[config.mk]
export PLATFORM = sky130hd
export DESIGN_NAME = gpio_in_debounce
export DESIGN_NICKNAME = d
export VERILOG_FILES = /design/src/rtl/gpio_in_debounce.sv
export SDC_FILE = /design/constraint.sdc
export NUM_CORES = 1
export LEC_CHECK = 0
export ABC_AREA = 0
export CAP_MARGIN = 20
export CORE_MARGIN = 2
export CORE_UTILIZATION = 56
export DETAILED_ROUTE_END_ITERATION = 8
export PLACE_DENSITY = 0.81
export SYNTH_ARGS = -nofsm -noshare
export SYNTH_HDL_FRONTEND = slang
export SYNTH_SLANG_ARGS = --single-unit
[constraint.sdc]
create_clock -name PCLK -period 2.75 [get_ports PCLK]
set_clock_uncertainty 0.1 [all_clocks]
set_input_delay 0.4125 -clock PCLK [delete_from_list [all_inputs] [get_ports PCLK]]
set_output_delay 0.4125 -clock PCLK [all_outputs]
set_load 0.03 [all_outputs]
[src/rtl/gpio_in_debounce.sv]
// Pin input conditioning: synchronizer, shared prescaler tick, per-bit debounce
// filter with optional bypass, and registered rise/fall/any-edge event pulses.

module gpio_db_lane #(
    parameter int   DB_COUNT = 4,
    parameter logic RST_VAL  = 1'b0
) (
    input  logic clk,
    input  logic rst,
    input  logic tick,
    input  logic s,
    input  logic bypass,
    output logic lvl,
    output logic rise,
    output logic fall,
    output logic edge_nxt
);
    localparam int CW = $clog2(DB_COUNT + 1);

    logic [CW-1:0] cnt;
    logic [CW-1:0] cnt_nxt;
    logic          lvl_nxt;

    // Any sample matching the current level clears the count, so only an
    // uninterrupted run of DB_COUNT differing ticks can flip the level.
    always_comb begin
        cnt_nxt = cnt;
        lvl_nxt = lvl;
        if (bypass) begin
            cnt_nxt = '0;
            lvl_nxt = s;
        end else if (s == lvl) begin
            cnt_nxt = '0;
        end else if (tick) begin
            if (cnt == CW'(DB_COUNT - 1)) begin
                lvl_nxt = s;
                cnt_nxt = '0;
            end else begin
                cnt_nxt = cnt + CW'(1);
            end
        end
    end

    assign edge_nxt = lvl_nxt ^ lvl;

    always_ff @(posedge clk) begin
        if (rst) begin
            lvl  <= RST_VAL;
            cnt  <= '0;
            rise <= 1'b0;
            fall <= 1'b0;
        end else begin
            lvl  <= lvl_nxt;
            cnt  <= cnt_nxt;
            rise <= lvl_nxt & ~lvl;
            fall <= ~lvl_nxt & lvl;
        end
    end
endmodule

module gpio_in_debounce #(
    parameter int          IO_NUM      = 32,
    parameter int          SYNC_STAGES = 2,
    parameter int          TICK_DIV    = 16,
    parameter int          DB_COUNT    = 4,
    parameter logic [31:0] RESET_VAL   = 32'h0
) (
    input  logic              PCLK,
    input  logic              PRESET,
    input  logic [IO_NUM-1:0] PIN_IN,
    input  logic [IO_NUM-1:0] BYPASS,
    output logic [IO_NUM-1:0] GPIO_IN,
    output logic [IO_NUM-1:0] RISE,
    output logic [IO_NUM-1:0] FALL,
    output logic              ANY_EDGE
);
    localparam int                PW    = (TICK_DIV > 1) ? $clog2(TICK_DIV) : 1;
    localparam logic [IO_NUM-1:0] RST_V = RESET_VAL[IO_NUM-1:0];

    logic [SYNC_STAGES-1:0][IO_NUM-1:0] sync_q;
    logic [PW-1:0]                      presc;
    logic                               tick;
    logic [IO_NUM-1:0]                  edge_nxt;

    // sync_q[0] takes the raw pins; the last stage is the filter input.
    always_ff @(posedge PCLK) begin
        if (PRESET) sync_q <= {SYNC_STAGES{RST_V}};
        else        sync_q <= {sync_q[SYNC_STAGES-2:0], PIN_IN};
    end

    assign tick = (presc == PW'(TICK_DIV - 1));

    always_ff @(posedge PCLK) begin
        if (PRESET || tick) presc <= '0;
        else                presc <= presc + PW'(1);
    end

    for (genvar g = 0; g < IO_NUM; g++) begin : g_lane
        gpio_db_lane #(
            .DB_COUNT (DB_COUNT),
            .RST_VAL  (RST_V[g])
        ) u_lane (
            .clk      (PCLK),
            .rst      (PRESET),
            .tick     (tick),
            .s        (sync_q[SYNC_STAGES-1][g]),
            .bypass   (BYPASS[g]),
            .lvl      (GPIO_IN[g]),
            .rise     (RISE[g]),
            .fall     (FALL[g]),
            .edge_nxt (edge_nxt[g])
        );
    end

    // Built from next-state so it lines up with the registered RISE/FALL.
    always_ff @(posedge PCLK) begin
        if (PRESET) ANY_EDGE <= 1'b0;
        else        ANY_EDGE <= |edge_nxt;
    end
endmodule

==> key figures <==
Cells and area
  – Final Cell Area: between 10000 and 15000 um^2
  – # fillers: ~1.6k
  – Layout Nets: 1489
  – P&R area growth vs syn: 20.58%
  – Number of diodes: 0
  – Layout cells sized above 1: between 10% and 20%

Routing
  – Top layer in use: met5
  – Routed len/inst: between 10 and 15 um
  – DRT iter0 DRCs: about 280
  – Met2 wire length: 11.42 mm
  – Met3 WL post-DR: roughly 1.1 mm
  – Metal-1 WL: between 10 and 15 mm
  – Residual DRC: 0
  – Antenna violation net count after detailed routing: 0
  – TritonRoute pass-1 iters: 4
  – WL final: about 23 mm
  – Vias/cell: 5.039
  – Via Count: around 8.2k

Hold path
  – HP Class: input port to flop

Placement
  – GPL Wtd Cong: between 0.7 and 0.8
  – Dpl ws: -0.09989 ns
  – IO buf count: around 160
  – Placed wire-length estimate: roughly 16 mm
  – Dpl cell area: about 14000 um^2

Power and ir drop
  – PwrDens: around 550 nW/um^2
  – Pleak: 5.654 nW
  – Total power: just over 8 mW
  – VDD IR max: 0.0004785 V

Floorplanning
  – Starting density of the core: between 50 and 60%
  – Die boundary height: 153.0 um
  – Io pins: between 150 and 200
  – Die X: roughly 150 um
  – Site row count: 54
  – Die ar.: about 23000 um^2
  – Core Region: 21820 um^2

Logic synthesis
  – Ys async rst share: 0%
  – Number of flops mapped to enable cells by yosys: 0
  – Unique masters post-synth: 32
  – Main synth FF type: dfxtp_1
  – Synthesized area: ~12000 um^2
  – Most instantiated cells after synthesis: dfxtp_1 (261), nor2b_1 (160), buf_4 (97), ha_1 (97), nand2_1 (80)
  – Area contributors post-synth: dfxtp_1 (42%), ha_1 (9.8%), nor2b_1 (8.0%)
  – Post-synth top area cell: dfxtp_1
  – Post-synth top area share: 42.02%
  – YS warnings: 0
  – Synthesized area per cell: around 10 um^2
  – Cells after synthesis: 1226
  – FF+latch count, synth: around 260
  – Top-count cell post-synth: dfxtp_1
  – Register area share after synthesis: a little over two fifths
  – Mapped Nets: between 1k and 1.5k

Worst setup path
  – Critical Path Sink Type: flop
  – CP required: 3.02 ns
  – Crit-path max FO: 5
  – Critical path type: flop to flop
  – Critical Path AT: just under 3 ns
  – CP startpoint kind: flop

CTS
  – CTS H-Tree Depth: 1
  – Hold_buf cts: 0
  – CTS tree: done
  – Clock root cell: clkbuf_16
  – Maximum clock path buffer count: 3
  – CTS buffer count: 28
  – Sink Count: roughly 260
  – Latest clock arrival within the worst-skew pair: approximately 0.53 ns
  – Clock Pin Slew Worst Setup and Hold Paths: 0.06 ns

Flow run
  – Maxcap violations: 0

Global route
  – Total GRT Usage: between 15 and 20%
  – Largest net degree at the start of global routing: ~120
  – Overflow after GRT: 0
  – Vias in the first global route: between 7k and 8k
  – First-pass GRT wire length: 38.16 mm
  – Initial antenna violation count: 1

Timing
  – Max frequency: approximately 370 MHz
  – Final WS setup: roughly 0.054 ns
  – Hold WS: 0.3029 ns
  – # setup viols final: 0
  – Max-slew violation count: 0
  – Worst slew margin: 44.83%
  – Hold Vio Cnt, Final: 0
  – Worst slew pin tran: just over 0.8 ns
  – Final worst path period need: ~2.7 ns
  – RSZ-0062 raised after global routing: true
  – Final period util: between 90% and 100%

Status
  – Status: completed
==> final cells by class <==
| type | count | area (um^2) | area share (%) |
|---|---|---|---|
| clock buffers | 47 | 873.3 | 5.825 |
| repair buffers | 212 | 2085 | 13.90 |
| clock inverters | 4 | 45.04 | 0.3004 |
| flip-flops and latches | 261 | 5230 | 34.88 |
| multi-input cells | 758 | 6166 | 41.12 |
| inverters | 65 | 244.0 | 1.627 |
| well taps | 280 | 350.3 | 2.337 |
==> power breakdown <==
part	switching, mW	internal, mW
registers	0.0617	3.86
logic	0.297	0.357
clock network	1.46	2.24
==> cell usage in the layout, fill, tap and decap left out, types with 3 or more instances in the layout <==
master             n
dfxtp_1          259
clkdlybuf4s50_1  161
nor2b_1          160
ha_1              88
nand2_1           80
a21oi_1           66
inv_1             65
mux2i_1           64
nand2b_1          64
or3_1             64
buf_4             43
xnor2_1           33
a211oi_1          32
a21oi_4           30
mux2_4            29
clkbuf_16         29
nand3b_1          16
clkbuf_1          10
ha_4               9
nand4_1            8
clkbuf_8           8
buf_12             4
a21oi_2            3
mux2_2             3
clkinv_2           3
==> routing by layer <==
layer	vias up	GRT usage (%)
li1	4170	-
met1	3847	24.13
met2	150	34.64
met3	30	3.629
met4	2	4.894
met5	-	0
==> logic make-up (layout without fill, tap and decap cells) <==
family / after synthesis / count (layout) / synth area share [%]
flip-flops: 261 / 261 / 42.02
XOR/XNOR: 33 / 33 / 2.324
adder cells (fa/ha/maj): 97 / 97 / 9.760
buffers and inverters: 207 / 328 / 9.720
multiplexers: 96 / 96 / 8.895
AO/OA/AOI/OAI: 132 / 132 / 8.613
AND/OR/NAND/NOR: 400 / 400 / 18.67
==> critical path: stages (launching register included) <==
cell	delay [ns]
dfxtp_4	0.35
ha_4	0.15
and3_4	0.17
buf_12	0.15
buf_12	0.13
a21oi_4	0.15
mux2_4	0.32
ha_4	0.28
nand4_1	0.16
nor4_2	0.37
buf_4	0.17
a21oi_2	0.04
==> flip-flops by register name (all words and copies together) (netlist names) <==
signal	count
g_lane.u_lane.lvl	32
g_lane.u_lane.rise	32
g_lane.u_lane.cnt	96
g_lane.u_lane.fall	32
presc	4
ANY_EDGE	1
sync_q	64
==> repair_timing <==
item,CTS,global route
pin swaps,10,13
cloned,1,0
gates resized for setup,10,15
setup buffers,9,12
endpoints found under the setup margin,1,1
==> worst paths after layout <==
path                                               from                                    end  slack (ns)  cells after the start
setup / recovery                    presc[0]$_SDFF_PP0_                    ANY_EDGE$_SDFF_PP0_        0.05                     11
hold / removal                                   PRESET       g_lane[9].u_lane.rise$_SDFF_PP0_        0.30                      2
setup reg to reg                    presc[0]$_SDFF_PP0_                    ANY_EDGE$_SDFF_PP0_        0.05                     11
hold reg to reg   g_lane[19].u_lane.cnt[2]$_SDFFE_PP0N_  g_lane[19].u_lane.cnt[2]$_SDFFE_PP0N_        0.33                      2
==> stage by stage <==
step / setup TNS [ns] / util (%) / std cells
after floorplan: 0 / - / 1226
after global placement: -0.09703 / 62.91 / 1555
after detailed placement: -0.09989 / 62.91 / 1555
after CTS: 0 / 67.99 / 1616
after global routing: -0.03219 / 68.70 / 1627
final: 0 / 68.70 / 1627
Note: power is estimated with default switching activity, not from simulation.
